### src/rtl/eff_ctrl.sv
// eff_ctrl: debounced footswitch/select front-end for eff_pipe.
// Config changes land only once the pipe has drained.
module eff_ctrl #(
   parameter int N_EFF    = 16,
   parameter int TICK_DIV = 100000,
   parameter int TIMEOUT  = 4096,
   parameter int CNT_W    = 4
) (
   input  logic             clk,
   input  logic             rst_n,
   input  logic             btn_byp,
   input  logic [N_EFF-1:0] sw,
   input  logic             vld_i,
   input  logic             vld_o,
   output logic             en,
   output logic [N_EFF-1:0] sel,
   output logic             upd,
   output logic             busy,
   output logic             err
);

   localparam int NI = N_EFF + 1;
   localparam int PW = $clog2(TICK_DIV);
   localparam int TW = $clog2(TIMEOUT);

   typedef enum logic [1:0] {IDLE, DRAIN, APPLY} state_t;

   state_t           st;
   logic [NI-1:0]    s1, s2, h0, h1, h2, db;
   logic [PW-1:0]    pre;
   logic [CNT_W-1:0] cnt;
   logic [TW-1:0]    tmr;
   logic             btn_q, byp, tick, en_nxt, pending;
   logic             drained, tmo, inc, dec, ovf, unf;
   logic [N_EFF-1:0] sel_nxt;

   assign tick    = (pre == PW'(TICK_DIV - 1));
   assign en_nxt  = ~byp;
   assign sel_nxt = db[N_EFF-1:0];
   assign pending = (sel_nxt != sel) || (en_nxt != en);
   assign drained = (cnt == '0) && !vld_i;
   assign tmo     = (tmr == TW'(TIMEOUT - 1));
   assign inc     = vld_i && !vld_o && (cnt != '1);
   assign dec     = vld_o && !vld_i && (cnt != '0);
   assign ovf     = vld_i && !vld_o && (cnt == '1);
   assign unf     = vld_o && !vld_i && (cnt == '0);

   // bit N_EFF carries the footswitch, the rest the select switches
   always_ff @(posedge clk or negedge rst_n) begin
      if (!rst_n) begin
         s1    <= '0;
         s2    <= '0;
         h0    <= '0;
         h1    <= '0;
         h2    <= '0;
         db    <= '0;
         pre   <= '0;
         btn_q <= 1'b0;
         byp   <= 1'b0;
      end else begin
         s1  <= {btn_byp, sw};
         s2  <= s1;
         pre <= tick ? '0 : pre + 1'b1;
         if (tick) begin
            h0 <= s2;
            h1 <= h0;
            h2 <= h1;
         end
         db    <= (h0 & h1 & h2) | (db & (h0 | h1 | h2));
         btn_q <= db[N_EFF];
         if (db[N_EFF] && !btn_q)
            byp <= ~byp;
      end
   end

   always_ff @(posedge clk or negedge rst_n) begin
      if (!rst_n) begin
         cnt <= '0;
      end else begin
         unique case (1'b1)
            inc:     cnt <= cnt + 1'b1;
            dec:     cnt <= cnt - 1'b1;
            default: cnt <= cnt;
         endcase
      end
   end

   always_ff @(posedge clk or negedge rst_n) begin
      if (!rst_n) begin
         st   <= IDLE;
         tmr  <= '0;
         en   <= 1'b1;
         sel  <= '0;
         upd  <= 1'b0;
         busy <= 1'b0;
         err  <= 1'b0;
      end else begin
         upd <= 1'b0;
         err <= err | ovf | unf | ((st == DRAIN) && !drained && tmo);
         unique case (st)
            IDLE: begin
               if (pending) begin
                  st   <= DRAIN;
                  busy <= 1'b1;
                  tmr  <= '0;
               end
            end
            DRAIN: begin
               tmr <= tmr + 1'b1;
               if (drained || tmo) begin
                  st  <= APPLY;
                  sel <= sel_nxt;
                  en  <= en_nxt;
                  upd <= 1'b1;
               end
            end
            APPLY: begin
               st   <= IDLE;
               busy <= 1'b0;
            end
            default: st <= IDLE;
         endcase
      end
   end

endmodule

### config.mk
export PLATFORM = sky130hd
export DESIGN_NAME = eff_ctrl
export DESIGN_NICKNAME = d
export VERILOG_FILES = /design/src/rtl/eff_ctrl.sv
export SDC_FILE = /design/constraint.sdc
export NUM_CORES = 1
export LEC_CHECK = 0
export ABC_AREA = 1
export CAP_MARGIN = 20
export CORE_MARGIN = 8
export CORE_UTILIZATION = 53
export DETAILED_ROUTE_END_ITERATION = 10
export PLACE_DENSITY = 0.75
export SLEW_MARGIN = 20
export SYNTH_ARGS = -nofsm -noshare
export SYNTH_HDL_FRONTEND = slang
export SYNTH_SLANG_ARGS = --single-unit
export TNS_END_PERCENT = 20
### constraint.sdc
create_clock -name clk -period 4 [get_ports clk]
set_input_delay 0.8 -clock clk [delete_from_list [all_inputs] [get_ports clk]]
set_output_delay 0.8 -clock clk [all_outputs]
set_load 0.01 [all_outputs]
==> impl_metrics.ini, run 1 <==
[global_route]
antenna_found_initial = 0
grt_pass1_vias = 4389
grt_pass1_wl_mm = 19.91
grt_use_met3 = 0.04650
grt_util_met1 = 0.1948
grt_max_degree = 102
grt-busiest-layer = met2
grt_overflow = 0
gr-usage-met2 = 0.2328
groute.usage.overall = 0.1517

[timing]
finalHoldViolCount = 0
finalMaxSlewViolations = 0
finalCritPeriodShare = 0.5825
fin_crit_ns = 2.330
worst_slew_pin_slew_ns = 0.8739
finalClockSkew_ns = 0.005616
hold_slack_ns = 0.3471
final-setup-viol-count = 0
slew_headroom = 0.4174
rsz0062_at_grt = false
clock.fmax_mhz = 429.2
fin_setup_tns_ns = 0

[yosys]
yosys_warnings = 0
synth_edf_count = 0
synth.cell_area_um2 = 6525
synth.distinct_cells = 34
syn_inst = 702
yosysSeqAreaShare = 0.6100
synthArstFlopShare = 1.000
synth_flop_cell = dfrtp_1
synth_fp_nets = 726
synth_seq_cells = 159
syn_avg_cell_area_um2 = 9.295

[floorplan]
die_h_um = 127.0
die_area_um2 = 16120
coreArea_um2 = 12010
core.rowCount = 40
io_pins = 41
die_x_um = 127.0
initial_utilization = 0.5432

[setup_path]
slowest_stage = dfstp_2
required_ns = 3.20
cp-start-kind = flop
cpPeakStageDelay_ns = 0.57
crit_chain = clkdlybuf4s50_1
crit_path_max_fanout = 3
setup.worst_path.class = flop to output port
worstPathArrival_ns = 1.53
cp-end-kind = output port
cp_num_buf_inv = 1
crit_family = flip-flops

[placement]
portBuffers = 40
detailed_place_hpwl_mm = 7.765
gp_congestion = 0.8878
post_dp_cell_area_um2 = 7052

[routing]
postRouteAntennaNets = 0
firstDrtPassIters = 5
drc = 0
routed_wl_mm = 11.46
vias_per_cell = 5.139
post_drt_wl_per_cell_um = 12.63
drtIter0Drc = 328
via_count = 4661

[clock_network]
cts_resized = 0
cts_hold_buf = 0
cts.clk_slew.worst_paths_ns = 0.06
cts_buffers = 17
worstSkewPairLatency_ns = 0.41
post_cts_buffers = 0
htree_levels = 4
cts_buffer_depth = 2
root_buffer = clkbuf_16
cts.sinks = 159
cts_tree = done

[power_and_ir_drop]
vdd_drop_max_mv = 0.2693
power-per-cell-area_nw_per_um2 = 483.1
p_leak_nw = 3.577

[final_layout]
final_area_um2 = 7612
syn_to_final_growth_pct = 16.66
nNetsFinal = 771
drive_gt1_frac = 0.07500
antenna_cells = 0
fillers = 952

[hold_path]
hp-class = flop to flop

[job]
max_cap_viol_count = 0

[outcome]
status = finished, final reports clean
[path summary, 6_finish.rpt]
kind / startpoint / to / slack (ns) / cells after the start
hold / removal: s1[6]$_DFF_PN0_ / s2[6]$_DFF_PN0_ / 0.35 / 0
setup reg to reg: pre[0]$_DFF_PN0_ / pre[10]$_DFF_PN0_ / 1.81 / 9
max in group asynchronous: rst_n / en$_DFFE_PN1P_ / 2.68 / 2
setup / recovery: en$_DFFE_PN1P_ / en / 1.67 / 1
min in group asynchronous: rst_n / cnt[0]$_DFFE_PN0P_ / 0.48 / 1
hold reg to reg: s1[6]$_DFF_PN0_ / s2[6]$_DFF_PN0_ / 0.35 / 0
[worst reg2reg max path: stages, from the launching register on]
cell	delay [ns]
dfrtp_1	0.39
ha_1	0.23
nand2_1	0.14
nor2_4	0.06
nand2_1	0.07
nor2_1	0.07
nand4_4	0.07
buf_4	0.68
o21ai_0	0.24
a21oi_1	0.16
[registers in the layout, indices dropped and copies added (netlist names), 2 cells and up]
name  cells
cnt       4
pre      17
s1       17
st        2
sel      16
s2       17
tmr      12
h1       17
h0       17
db       17
h2       17
[placed cells by master (no fill, tap or decap), drive strengths merged, types with 2 or more instances in the layout]
master and n:
nand2 176, dfrtp 158, inv 92, nor2 59
nand3 51, o21ai 49, a21oi 41, clkdlybuf4s50 39
nor3 23, clkbuf 19, xor2 12, nand4 8
xnor2 6, buf 4, o21bai 3, ha 3
nor4 3, clkinv 3, or2 2, clkinvlp 2
[cell usage after synthesis, drive strengths merged, types with 2 or more instances]
master | instances | area [µm²]
a21oi | 41 | 242.7
buf | 15 | 95.09
clkbuf | 2 | 7.510
dfrtp | 158 | 3954
ha | 3 | 37.54
inv | 85 | 319.1
nand2 | 176 | 663.1
nand3 | 51 | 260.3
nand4 | 8 | 56.30
nor2 | 59 | 239.0
nor3 | 23 | 115.1
nor4 | 3 | 33.78
o21ai | 49 | 245.2
o21bai | 3 | 22.52
or2 | 2 | 12.51
xnor2 | 6 | 52.55
xor2 | 12 | 105.1
[through the flow]
stage | std cells | utilization | power, mW | worst slack, ns
floorplan | 702 | - | 2.039 | 2.169
global placement | 875 | 0.5871 | 2.160 | 1.576
detailed placement | 875 | 0.5871 | 2.193 | 1.454
CTS | 907 | 0.6338 | 3.710 | 1.656
global route | 907 | 0.6338 | 3.851 | 1.592
finish | 907 | 0.6338 | 3.678 | 1.670
[layout make-up]
cell class,instances,area [µm²],share of cell area
Clock buffer,19,432.9,0.05687
Clock inverter,13,127.6,0.01677
Inverter,85,319.1,0.04191
Multi-Input combinational cell,441,2132,0.2801
Sequential cell,159,3980,0.5228
Tap cell,147,183.9,0.02416
Timing Repair Buffer,43,436.7,0.05736
[routing by layer]
layer	wire, µm	vias up	share of wire
met5	0	-	0
met3	605	18	0.053
met4	183	0	0.016
met2	5464	109	0.48
li1	-	2335	-
met1	5202	2199	0.45
[cell families (layout without fill, tap and decap cells)]
family,count (synthesis),after routing,synth area share
AND/OR/NAND/NOR,324,324,0.2136
buffers and inverters,102,160,0.06462
XOR/XNOR,18,18,0.02416
AO/OA/AOI/OAI,96,96,0.08188
adder cells (fa/ha/maj),3,3,0.005753
flip-flops,159,159,0.6100
[where the power goes]
| group | internal [mW] | switching, mW | total, mW |
|---|---|---|---|
| registers | 1.70 | 0.0826 | 1.78 |
| clock network | 0.870 | 0.644 | 1.51 |
| logic | 0.142 | 0.241 | 0.384 |
| total | 2.71 | 0.968 | 3.68 |
No activity file was read; power rests on OpenSTA's default activity.
==> run 2: changes to the inputs <==
clock period = 2.3 ns   (was 4 ns; I/O delays follow)
==> impl_metrics.ini, run 2 (synthesis gave the netlist of run 1 again) <==
[outcome]
status = finished, final reports clean

[power_and_ir_drop]
p_switching_mw = 1.713
clock_power_share = 0.407
comb_power_share = 0.111
power-per-cell-area_nw_per_um2 = 832.4
vdd_drop_max_mv = 0.6230
power_frac_seq = 0.482
swShare = 0.2675
p_int_mw = 4.692
p_leak_nw = 3.630

[floorplan]
core.rowCount = 40
io_pins = 41
die_x_um = 127.0
die_area_um2 = 16120
die_h_um = 127.0
initial_utilization = 0.5432
coreArea_um2 = 12010

[global_route]
grt_overflow = 0
grt_pass1_wl_mm = 21.27
antenna_found_initial = 0
groute.usage.overall = 0.1637
grt_pass1_vias = 4615
grt_max_degree = 81

[timing]
fin_setup_tns_ns = 0
finalClockSkew_ns = 0.009110
final-setup-viol-count = 0
clock.fmax_mhz = 496.4
fin_crit_ns = 2.015
finalMaxSlewViolations = 0
rsz0062_at_grt = false
finalWorstSetupSlack_ns = 0.2855
finalCritPeriodShare = 0.8759
worst_slew_pin_slew_ns = 0.4570
finalHoldViolCount = 0
slew_headroom = 0.6942

[final_layout]
layout_common_cells = 175 x nand2_1, 158 x dfrtp_1, 82 x inv_1, 56 x nor2_1, 50 x nand3_1
layout_commonest_cell = nand2_1
antenna_cells = 0
drive_gt1_frac = 0.08464
instances_no_fill = 915
final_area_um2 = 7695
nNetsFinal = 779
syn_to_final_growth_pct = 17.93

[setup_path]
crit_family = buffers and inverters
required_ns = 1.84
cp-startpoint = en$_DFFE_PN1P_
cp-start-kind = flop
crit_chain = clkdlybuf4s50_1
cp-end-kind = output port
setup.worst_path.class = flop to output port
cp_num_buf_inv = 1
r2r_start = pre[0]$_DFF_PN0_
crit_path_max_fanout = 3
worstPathArrival_ns = 1.55
slowest_stage = clkdlybuf4s50_1
cpPeakStageDelay_ns = 0.58

[placement]
dp_slack_ns = 0.05201
post_dp_cell_area_um2 = 7129
detailed_place_hpwl_mm = 8.295
portBuffers = 40
gp_congestion = 0.8784
placedCellCount = 882

[clock_network]
cts.sinks = 159
cts.clk_slew.worst_paths_ns = 0.06
cts_resized = 0
htree_levels = 4
cts_buffer_depth = 2
worstSkewPairLatency_ns = 0.42
root_buffer = clkbuf_16
cts_hold_buf = 1
post_cts_buffers = 0
cts_buffers = 17
cts_tree = done

[routing]
drtIter0Drc = 325
routed_wl_mm = 12.08
firstDrtPassIters = 5
drc = 0
via_count = 4673
postRouteAntennaNets = 0
vias_per_cell = 5.107
post_drt_wl_per_cell_um = 13.20

[hold_path]
min_from = s1[10]$_DFF_PN0_
hp-class = flop to flop

[job]
max_cap_viol_count = 0
## run 2: changes by cell type in the layout (fill, tap and decap cells not counted), sizes merged
cell	change
inv	-1
clkbuf	+1
clkinvlp	-1
bufinv	-1
dlygate4sd3	+1
buf	+7
clkinv	+2
## run 2: power by group through the flow
stage          clock, mW  sequential, mW  combinational (mW)
6_report            2.60            3.09               0.711
5_1_grt             2.80            3.11               0.819
4_1_cts             2.67            3.08               0.719
3_5_place_dp           0            3.14               0.713
3_3_place_gp           0            3.12               0.671
2_1_floorplan          0            3.11               0.432
## run 2: final timing paths
kind,slack [ns],endpoint,cells after the start
max in group asynchronous,1.08,s1[11]$_DFF_PN0_,3
worst max register to register,0.32,h1[10]$_DFFE_PN0N_,9
worst max-delay path,0.29,en,1
min in group asynchronous,0.51,cnt[1]$_DFFE_PN0P_,2
worst min register to register,0.35,s2[10]$_DFF_PN0_,0
worst min-delay path,0.35,s2[10]$_DFF_PN0_,0
## run 2: through the flow
step	util	power, mW	hold WS (ns)
floorplan	-	3.545	0.1644
global placement	0.5935	3.790	0.3323
detailed placement	0.5935	3.848	0.3347
CTS	0.6406	6.470	0.3495
global route	0.6406	6.724	0.3535
finish	0.6406	6.405	0.3465
## run 2: area by class of cell
cell class | instances | area (µm²)
fillers | 932 | 4317
clock buffers | 20 | 456.7
well taps | 147 | 183.9
repair buffers | 51 | 524.3
inverters | 85 | 319.1
clock inverters | 12 | 98.84
multi-input cells | 441 | 2132
flip-flops and latches | 159 | 3980
## run 2: per-layer routing
metal	vias up	wire length [µm]	track usage	share of wire
met1	2216	5396	0.2063	0.45
met3	13	567	0.05404	0.047
met4	0	150	0.06298	0.012
met5	-	0	0	0
li1	2359	-	-	-
met2	85	5963	0.2566	0.49
==> run 3: changes to the inputs <==
CTS_BUF_LIST = sky130_fd_sc_hd__clkbuf_8   (was default)
SLEW_MARGIN = 40   (was 20)
==> impl_metrics.ini, run 3 (synthesis gave the netlist of run 1 again) <==
[power_and_ir_drop]
p_switching_mw = 1.614
comb_power_share = 0.125
swShare = 0.2849
p_int_mw = 4.051
p_leak_nw = 3.547
clock_power_share = 0.331
vdd_drop_max_mv = 0.5048
power-per-cell-area_nw_per_um2 = 755.0
power_frac_seq = 0.544

[routing]
drtIter0Drc = 271
postRouteAntennaNets = 0
via_count = 4702
drc = 0
firstDrtPassIters = 5
post_drt_wl_per_cell_um = 12.91
routed_wl_mm = 11.81
vias_per_cell = 5.139

[final_layout]
layout_commonest_cell = nand2_1
drive_gt1_frac = 0.08464
layout_common_cells = 175 x nand2_1, 158 x dfrtp_1, 83 x inv_1, 56 x nor2_1, 50 x nand3_1
final_area_um2 = 7503
antenna_cells = 0
fin_util = 0.6247
syn_to_final_growth_pct = 15.00
nNetsFinal = 779

[global_route]
grt_pass1_vias = 4541
antenna_found_initial = 0
groute.usage.overall = 0.1591
grt_pass1_wl_mm = 20.91
grt_overflow = 0
grt_max_degree = 81

[timing]
finalCritPeriodShare = 0.8869
slew_headroom = 0.6981
rsz0062_at_grt = false
worst_slew_pin_slew_ns = 0.4512
finalClockSkew_ns = 0.009154
finalMaxSlewViolations = 0
hold_slack_ns = 0.3526
finalHoldViolCount = 0
fin_setup_tns_ns = 0
clock.fmax_mhz = 490.2
final-setup-viol-count = 0
fin_crit_ns = 2.040

[clock_network]
cts_resized = 0
cts_tree = done
htree_levels = 4
root_buffer = clkbuf_8
cts.clk_slew.worst_paths_ns = 0.08
cts.sinks = 159
worstSkewPairLatency_ns = 0.44
cts_buffers = 17
cts_buffer_depth = 2

[setup_path]
setup.worst_path.class = flop to output port
cp-start-kind = flop
cpPeakStageDelay_ns = 0.58
rr_worst_depth = 9
worstPathArrival_ns = 1.58
cp_num_buf_inv = 1
crit_family = buffers and inverters
cp-end-kind = output port
crit_path_max_fanout = 3
slowest_stage = clkdlybuf4s50_1
cp-startpoint = en$_DFFE_PN1P_
crit_chain = clkdlybuf4s50_1
regToRegEndpoint = h1[10]$_DFFE_PN0N_
regToRegSetupSlack_ns = 0.35
required_ns = 1.84
r2r_start = pre[0]$_DFF_PN0_

[floorplan]
io_pins = 41
die_area_um2 = 16120
core.rowCount = 40
die_x_um = 127.0
coreArea_um2 = 12010
die_h_um = 127.0
initial_utilization = 0.5432

[job]
max_cap_viol_count = 0

[hold_path]
min_from = s1[10]$_DFF_PN0_
hp-class = flop to flop
whs_endpoint = s2[10]$_DFF_PN0_
hold-path-cell-count = 0

[placement]
portBuffers = 40
post_dp_cell_area_um2 = 7129
detailed_place_hpwl_mm = 8.295
gp_congestion = 0.8784

[outcome]
status = finished, final reports clean
-- run 3: cell types whose count changed in the layout (fill, tap and decap cells not counted) --
| cell | previous run | this run |
|---|---|---|
| inv_1 | 82 | 83 |
| clkbuf_8 | 2 | 19 |
| clkbuf_16 | 17 | 0 |
| clkbuf_1 | 1 | 0 |
-- run 3: power groups by stage --
stage / registers [mW] / logic [mW] / clock network, mW
after floorplan: 3.11 / 0.432 / 0
after global placement: 3.12 / 0.671 / 0
after detailed placement: 3.14 / 0.713 / 0
after CTS: 3.08 / 0.717 / 1.93
after global routing: 3.10 / 0.817 / 2.06
final: 3.08 / 0.708 / 1.87
-- run 3: layer usage --
metal,vias to the layer above,track usage,wire (µm)
li1,2352,-,-
met1,2236,0.2003,5303
met3,13,0.04692,558
met5,-,0,0
met4,0,0.05878,180
met2,101,0.2550,5769
-- run 3: worst max-delay path by stage --
stage	to	slack [ns]	cells past startpoint
after floorplan	h1[10]$_DFFE_PN0N_	0.78	9
after detailed placement	cnt[2]$_DFFE_PN0P_	0.05	12
after CTS	en	0.24	1
after global placement	cnt[2]$_DFFE_PN0P_	0.21	12
final	en	0.26	1
after global routing	h1[8]$_DFFE_PN0N_	0.17	9
-- run 3: per-stage QoR --
stage          power (mW)  setup slack (ns)  cells
4_1_cts             5.727            0.2351    915
3_5_place_dp        3.848           0.05201    882
3_3_place_gp        3.790            0.2112    882
5_1_grt             5.981            0.1677    915
6_report            5.665            0.2600    915
2_1_floorplan       3.545            0.7797    702
-- run 3: what timing repair did --
item                       in CTS  in global routing
setup buffers                   0                  0
setup endpoints to repair       0                  0
hold endpoints to repair       36                  0
hold buffers                    1                  0
-- run 3: area by class of cell --
type,instances,area (µm²)
clock buffers,19,261.5
clock inverters,13,102.6
fillers,968,4508
inverters,85,319.1
multi-input cells,441,2132
flip-flops and latches,159,3980
well taps,147,183.9
repair buffers,51,524.3
